===== config.mk =====
export PLATFORM = sky130hd
export DESIGN_NAME = imem_loader
export DESIGN_NICKNAME = d
export VERILOG_FILES = /design/src/rtl/imem_loader.sv
export SDC_FILE = /design/constraint.sdc
export NUM_CORES = 2
export LEC_CHECK = 0
export CAP_MARGIN = 20
export CORE_ASPECT_RATIO = 1.25
export CORE_MARGIN = 2
export CORE_UTILIZATION = 25
export CTS_CLUSTER_DIAMETER = 80
export DETAILED_ROUTE_END_ITERATION = 8
export DONT_BUFFER_PORTS = 1
export MAX_ROUTING_LAYER = met4
export PLACE_DENSITY = 0.41
export SLEW_MARGIN = 20
export SYNTH_ARGS = -nofsm -noshare
export SYNTH_HDL_FRONTEND = slang
export SYNTH_SLANG_ARGS = --single-unit

===== constraint.sdc =====
create_clock -name clock -period 11.1 [get_ports clock]
set_input_delay 1.11 -clock clock [delete_from_list [all_inputs] [get_ports clock]]
set_output_delay 1.11 -clock clock [all_outputs]
set_load 0.05 [all_outputs]

===== src/rtl/imem_loader.sv =====
// Byte-stream program loader and instruction memory for the Mips32 core.
// Optional build macro IMEM_CHECKSUM_EN adds a 4-byte trailer check before release.
module imem_loader #(
  parameter int          ADDR_SIZE  = 7,
  parameter logic [31:0] BREAK_WORD = 32'h0000000D
) (
  input  logic                 clock,
  input  logic                 reset,
  input  logic [7:0]           in_data,
  input  logic                 in_valid,
  output logic                 in_ready,
  input  logic                 in_last,
  input  logic [31:0]          raddr,
  output logic [31:0]          instr,
  output logic                 core_reset,
  input  logic                 halted,
  output logic [1:0]           state,
  output logic [ADDR_SIZE:0]   word_count,
  output logic [31:0]          cycle_count,
  output logic                 done,
  output logic                 error
);

  localparam int DEPTH = 2 ** ADDR_SIZE;
  localparam logic [ADDR_SIZE:0] FULL = {1'b1, {ADDR_SIZE{1'b0}}};

  typedef enum logic [1:0] {
    S_IDLE = 2'd0,
    S_LOAD = 2'd1,
    S_RUN  = 2'd2,
    S_DONE = 2'd3
  } state_t;

  state_t               st_q, st_d;
  logic [1:0]           lane_q, lane_d;
  logic [31:0]          asm_q, asm_d;
  logic [ADDR_SIZE:0]   wc_q, wc_d;
  logic [31:0]          cc_q, cc_d;
  logic                 err_q, err_d;
  logic                 accept;
  logic [31:0]          merged;
  logic                 we;
  logic [ADDR_SIZE-1:0] waddr;
  logic [31:0]          mem [DEPTH];

`ifdef IMEM_CHECKSUM_EN
  logic        chk_q, chk_d;
  logic [31:0] sum_q, sum_d;
  logic        fail_q, fail_d;
`endif

  // Ready depends only on state, so nothing combinational runs from in_valid to in_ready.
  assign in_ready = (st_q == S_IDLE) || (st_q == S_LOAD);
  assign accept   = in_valid & in_ready;
  // Upper lanes of asm_q are always zero, which gives the zero padding for free.
  assign merged   = asm_q | ({24'b0, in_data} << {lane_q, 3'b000});
  assign waddr    = wc_q[ADDR_SIZE-1:0];

  always_comb begin
    st_d       = st_q;
    lane_d     = lane_q;
    asm_d      = asm_q;
    wc_d       = wc_q;
    cc_d       = cc_q;
    err_d      = err_q;
    we         = 1'b0;
    done       = (st_q == S_DONE);
    core_reset = (st_q == S_IDLE) || (st_q == S_LOAD);
`ifdef IMEM_CHECKSUM_EN
    chk_d      = chk_q;
    sum_d      = sum_q;
    fail_d     = fail_q;
    core_reset = core_reset | fail_q;
`endif
    case (st_q)
      S_IDLE, S_LOAD: begin
        if (accept) begin
          st_d = S_LOAD;
`ifdef IMEM_CHECKSUM_EN
          if (chk_q) begin
            // Trailer bytes only assemble the expected sum; they never reach memory.
            asm_d  = merged;
            lane_d = lane_q + 2'd1;
            if (lane_q == 2'd3) begin
              lane_d = 2'd0;
              asm_d  = '0;
              chk_d  = 1'b0;
              if (merged == sum_q) begin
                st_d = S_RUN;
              end else begin
                err_d  = 1'b1;
                fail_d = 1'b1;
                st_d   = S_DONE;
              end
            end
          end else begin
`else
          begin
`endif
            if (wc_q == FULL) begin
              err_d = 1'b1;
            end else if ((lane_q == 2'd3) || in_last) begin
              we     = 1'b1;
              wc_d   = wc_q + 1'b1;
              lane_d = 2'd0;
              asm_d  = '0;
`ifdef IMEM_CHECKSUM_EN
              sum_d  = sum_q + merged;
`endif
            end else begin
              asm_d  = merged;
              lane_d = lane_q + 2'd1;
            end
            if (in_last) begin
`ifdef IMEM_CHECKSUM_EN
              chk_d = 1'b1;
`else
              st_d  = S_RUN;
`endif
            end
          end
        end
      end
      S_RUN: begin
        if (halted) begin
          st_d = S_DONE;
        end else if (cc_q != '1) begin
          cc_d = cc_q + 32'd1;
        end
      end
      default: ;
    endcase
  end

  always_ff @(posedge clock) begin
    if (reset) begin
      st_q   <= S_IDLE;
      lane_q <= 2'd0;
      asm_q  <= '0;
      wc_q   <= '0;
      cc_q   <= '0;
      err_q  <= 1'b0;
`ifdef IMEM_CHECKSUM_EN
      chk_q  <= 1'b0;
      sum_q  <= '0;
      fail_q <= 1'b0;
`endif
    end else begin
      st_q   <= st_d;
      lane_q <= lane_d;
      asm_q  <= asm_d;
      wc_q   <= wc_d;
      cc_q   <= cc_d;
      err_q  <= err_d;
`ifdef IMEM_CHECKSUM_EN
      chk_q  <= chk_d;
      sum_q  <= sum_d;
      fail_q <= fail_d;
`endif
    end
  end

  // Memory contents survive reset.
  always_ff @(posedge clock) begin
    if (we) mem[waddr] <= merged;
  end

  always_comb begin
    instr = '0;
    if ((st_q == S_RUN) || (st_q == S_DONE)) begin
      if (raddr < 32'(DEPTH)) instr = mem[raddr[ADDR_SIZE-1:0]];
      else                    instr = BREAK_WORD;
    end
  end

  assign state       = st_q;
  assign word_count  = wc_q;
  assign cycle_count = cc_q;
  assign error       = err_q;

endmodule


After elaboration in Yosys (flattened, before gate mapping)
Memories as Yosys holds them, arrays and structs flattened.
Index checks and enable logic that the tools add are counted.
- bits in registers: 77
- memories: 1
- bits in writable memories: 4096
- output and inout port bits: 78
- input port bits: 45
- word-level logic and storage cells: 49
- muxes and demuxes: 14
- reductions and logical operators: 11
- equality and inequality tests: 8
- $lt $le $gt $ge: 1
- shifts and indexed selects: 1
- add/sub/neg operators: 3
- bitwise logic cells: 4
- memories (name ; words ; bits a word ; read ports ; clocked after memory_dff ; wr ports ; RTL line ; text):
    mem ; 128 ; 32 ; 1 ; 0 ; 1 ; 44 ; logic [31:0] mem [DEPTH];
- operator list (kind ; number):
    two-way mux 32 bit ; 3
    adder 32 x 1 -> 32 bit (second input constant) ; 1
    less-than comparator 32 x 8 -> 1 bit (second input constant) ; 1
    != test 32 bit (second input constant) ; 1
    bitwise OR 32 bit ; 1
    left shift 8 x 5 -> 32 bit ; 1
    AND reduction 3 bit ; 4
    adder 8 x 1 -> 8 bit (second input constant) ; 1
    == test 8 bit (second input constant) ; 1
    two-way mux 2 bit ; 4
    == test 2 bit (second input constant) ; 3
    two-way mux 1 bit ; 6
    != test 2 bit (second input constant) ; 2
    case mux 2 bit (2 select lines) ; 1
    AND reduction 4 bit ; 1
    logical OR 1 bit ; 3
    adder 2 x 1 -> 2 bit (second input constant) ; 1
    == test 2 x 1 -> 1 bit (second input constant) ; 1
    logical NOT 2 bit ; 1
    NOT 1 bit ; 2
    nonzero test 2 bit ; 1
    OR reduction 2 bit ; 1
    AND 1 bit ; 1

Depth between registers and ports, before layout
- depth in word-level cells: 8
- mapped depth: 12
- gate-level depth less buffers: 8

Worst setup path before layout
No wires, ideal clock.
- kind: input -> output
- start: input raddr[26]
- end: output instr[20]
- stages on the path: 6
- buffers on the path: 0
- arrival time: 3802 ps
- path slack: 6188 ps
- required time: 9990 ps
- cell sequence: nor4_1 -> nand4_1 -> nor3_1 -> nand2_1 -> a221o_1 -> o32ai_1
- word-level cells in the longest chain between the ends: 3
- ends and longest elaborated chain (element ; RTL line ; text):
    from (decl) ; 13 ; input logic [31:0] raddr,
    less-than comparator 32 x 8 -> 1 bit ; 171 ; if (raddr < 32'(DEPTH)) instr = mem[raddr[ADDR_SIZE-1:0]];
    two-way mux 32 bit ; 171 ;
    two-way mux 32 bit ; 170 ; if ((st_q == S_RUN) || (st_q == S_DONE)) begin
    to (decl) ; 14 ; output logic [31:0] instr,
No other way between the ends.

Worst setup path in the final report
- start: input raddr[0]
- end: output instr[4]
- word-level cells in the longest chain between the ends: 3
- elaborated cells between the ends (all ways): 4
- those cells by class: 1 x order compare; 2 x mux; 1 x memory
- ends and longest elaborated chain (element ; RTL line):
    less-than comparator 32 x 8 -> 1 bit or memory read (128 x 32 bit) (tied branches) ; n/a
    two-way mux 32 bit (*) ; 171
    two-way mux 32 bit (*) ; 170
Every way passes the cells marked *; elsewhere a longest branch is shown, timed or not.

==> results.md <==
| Group | Parameter | This run |
| --- | --- | --- |
| status | Outcome | finished with violations |
| status | Failing checks | max-slew violations |
| timing | Highest attainable clock frequency | 126 MHz |
| clocking | Cts repair resizes | 0 |
| die | Effective utilization at floorplan | 25.1% |
| synth | Main combinational cell family by area after synthesis | multiplexers |
| global route | Initial antenna violation count | 33 |
| synth | Post-synthesis net count | 6893 |
| global route | Maximum number of pins on one net before global-route repair | 309 |
| hold path | Hold Crit Class | input pin to flip-flop |
| timing | Count of final hold-check violations | 0 |
| clocking | Maximum number of buffers from clock root to sink | 4 |
| timing | Actual slew at the worst max-slew pin | 1.70 ns |
| global route | First-pass GRT wire length | 711 mm |
| placement | Hpwl dp | 283 mm |
| clocking | Post-CTS Hold Buffers | 0 |
| die | Placeable core area | 638000 um2 |
| routing | Detailed Routing Iterations Pass 1 | 6 |
| synth | Number of enable-type register cells in the synthesized netlist | 4096 |
| power and ir drop | Part of the power in the clock network | 43.7% |
| clocking | Worst-skew pair later-pin latency | 1.09 ns |
| layout | Fraction of layout cells with a size suffix above 1 | 30.3% |
| timing | Final hold slack | 0.155 ns |
| synth | Post-Synth Adder-Cell Area | 0.0313% |
| routing | Number of nets still failing antenna checks after routing | 0 |
| die | Die span in y | 898 um |
| synth | Post-Syn Area per Cell | 23.4 um2 |
| clocking | Depth of the CTS H-tree | 5 |
| synth | Fraction of post-synthesis cell area in the top cell type by area | 77.0% |
| synth | Count leader, synth | edfxtp_1 |
| clocking | Buffers inserted during post-CTS setup optimization | 0 |
| timing | Final Slew Violations | 50 |
| clocking | CTS tree | built |
| power and ir drop | Cell Pwr Density | 178 nW/um2 |
| die | # IOs | 123 |
| power and ir drop | Part of the power in combinational logic | 4.1% |
| die | Standard-cell rows | 328 |
| global route | Vias in the first global route | 79900 |
| synth | Mapped Area | 160000 um2 |
| power and ir drop | Share of total power in sequential cells | 52.2% |
| setup path | Critical path start-end classification | input pin to primary output |
| synth | Xor and xnor fraction of the mapped netlist area | 0.0877% |
| clocking | Clock transition at the registers of the reported paths | 0.06 ns |
| synth | Warnings from Yosys | 0 |
| power and ir drop | Post-layout total power | 33.3 mW |
| synth | Dominant register cell in the synthesized netlist | edfxtp_1 |
| layout | Final core utilization | 29.3% |
| synth | Share of synthesized area spent on multiplexers | 17.6% |
| layout | Final net count | 7223 |
| routing | Remaining routing DRC violations | 0 |
| timing | Crit share post-route | 71.2% |
| flow run | Max-Cap Viols | 0 |
| setup path | Worst path arrival time | 6.80 ns |
| power and ir drop | Sw frac | 21.8% |
| setup path | Required time at the endpoint of the critical path | 9.99 ns |
| layout | Signed area change from the synthesized netlist to the final layout | 16.7% |
| timing | Unrepaired setup endpoints after global routing | false |
| setup path | Worst setup SP type | input pin |
| power and ir drop | Internal power | 26.0 mW |
| setup path | Worst Path Max Fanout | 76 |
| global route | Total Routing Usage GR | 16.4% |
| synth | Cell accounting for the most synthesized area | edfxtp_1 |
| die | Die W | 719 um |
| power and ir drop | LEAKAGE | 52.1 nW |
| synth | Flop and latch count out of synthesis | 4173 |
| timing | Final setup violation count | 0 |
| routing | Number of violations reported at the end of detailed-routing iteration 0 | 8596 |
| clocking | Root buffer selected by CTS | clkbuf_16 |
| timing | Relative slew slack | -13.0% |
| synth | Synth Area in Simple Gates | 1.51% |
| setup path | Kind of end point of the critical path | primary output |
| placement | RD Place Congestion | 0.806 |
| die | Total die area | 646000 um2 |
| synth | Post-synth ARST share | 0% |
| clocking | Number of buffers created by CTS | 438 |
| power and ir drop | Switching power | 7.27 mW |
| synth | Unique cell type count in the Yosys netlist | 64 |
| routing | Wire length per cell after detailed routing | 33.0 um |
| synth | Share of the yosys chip area belonging to registers | 77.9% |
| routing | Vias per cell | 4.77 |
| synth | Commonest cells in the synthesized netlist | edfxtp_1, mux4_2, nor2_1 |
| timing | Sum of negative setup slack | 0 ns |
| routing | Sum of routed wire length over all layers | 528 mm |
| timing | Shortest clock period the worst path allows after layout | 7.91 ns |
| synth | Synth Area in Compound Gates | 1.58% |
| global route | Sum of overflow across all layers after global routing | 0 |
| routing | Vias post-DR | 76200 |
| synth | Leading post-synthesis cells by cell area | edfxtp_1, mux4_2, mux2i_1 |
| clocking | Number of sinks handled by clock tree synthesis | 4173 |
| placement | Count of port buffers added during placement | 0 |
| power and ir drop | Worst-case vdd ir drop | 0.000135 V |
| synth | Cell count after synthesis | 6844 |
| timing | Layout Skew | 0.113 ns |
-- worst max-delay path: stages --
cell and delay, ns:
buf_16 0.50, buf_16 0.46, buf_16 0.42, buf_16 0.47, buf_16 0.53, mux4_2 0.59, mux4_2 0.66, nand2_1 0.26
nand2_1 0.29, a221o_1 0.64
-- layout by cell type, fill, tap and decap left out, types with 13 or more instances in the layout --
master	netlist	routed
o22ai_1	68	41
inv_1	23	20
o21ai_1	24	13
nor2_1	221	90
nand4_1	28	28
a21o_4	0	32
clkbuf_1	141	90
buf_4	53	237
bufinv_16	0	39
dfxtp_1	77	74
or3_1	22	22
o22ai_2	0	24
nand2_1	144	141
o21ai_2	0	14
a221oi_1	36	36
o2111ai_1	20	19
clkinv_1	1	116
a31oi_1	16	15
buf_16	0	22
edfxtp_1	4096	4096
clkbuf_16	0	442
nor2_4	0	127
diode_2	0	15
mux2i_1	171	171
o21ai_0	25	22
nand3_1	44	44
clkinv_2	0	84
a22oi_1	35	35
mux4_2	1169	1169
a21oi_1	70	69
-- through the flow --
| stage | std cells | setup WS [ns] | area [um2] |
|---|---|---|---|
| after floorplan | 6844 | 6.19 | 160000 |
| after global routing | 16000 | 2.89 | 187000 |
| after CTS | 16000 | 3.02 | 186000 |
| after global placement | 15100 | 3.00 | 172000 |
| final | 16000 | 3.19 | 187000 |
| after detailed placement | 15100 | 3.01 | 172000 |
-- cells by family (layout without fill, tap and decap cells) --
| kind of cell | after synthesis | after routing |
|---|---|---|
| buffers and inverters | 402 | 1106 |
| muxes | 1342 | 1342 |
| DFF | 4173 | 4173 |
| xor gates and xnor gates | 16 | 16 |
| AOI/OAI and AO/OA | 373 | 373 |
| other | 0 | 15 |
| and+or+nand+nor | 534 | 534 |
| adders and majority gates | 4 | 4 |
-- power groups by stage --
stage,clock network (mW),logic (mW),registers [mW]
2_1_floorplan,0,0.828,17.7
3_3_place_gp,0,1.32,17.7
3_5_place_dp,0,1.35,17.7
4_1_cts,14.9,1.35,17.4
5_1_grt,15.5,1.45,17.4
6_report,14.5,1.37,17.4
-- sequential cells by signal, summed over array words and instances, names as in the netlist --
name	count
asm_q	32
cycle_count	32
error	1
lane_q	2
mem	4096
state	2
word_count	8
-- layout make-up --
| cell class | instances | area [um2] |
|---|---|---|
| diodes | 15 | 37.5 |
| clock buffers | 532 | 11400 |
| clock inverters | 282 | 2680 |
| fillers | 61900 | 451000 |
| inverters | 25 | 93.8 |
| multi-input cells | 2269 | 34800 |
| flip-flops and latches | 4173 | 125000 |
| well taps | 8415 | 10500 |
| repair buffers | 267 | 2530 |
-- final timing paths --
kind	startpoint	endpoint	slack, ns	cells after the start
min	reset	cycle_count[12]	0.15	1
min reg2reg	asm_q[23]	asm_q[23]	0.49	2
max reg2reg	word_count[3]	mem[59][30]	6.50	7
max	raddr[0]	instr[4]	3.19	10
-- per-layer routing --
layer  global-route usage, %  routed length (um)  vias to the layer above
met5                       -                   0                        -
met4                    4.17               15800                        0
met3                    2.56               30400                      638
met2                    27.5              263000                     2521
met1                    20.9              219000                    42900
li1                        -                   -                    30100
Power figures use the tool's default switching activity.
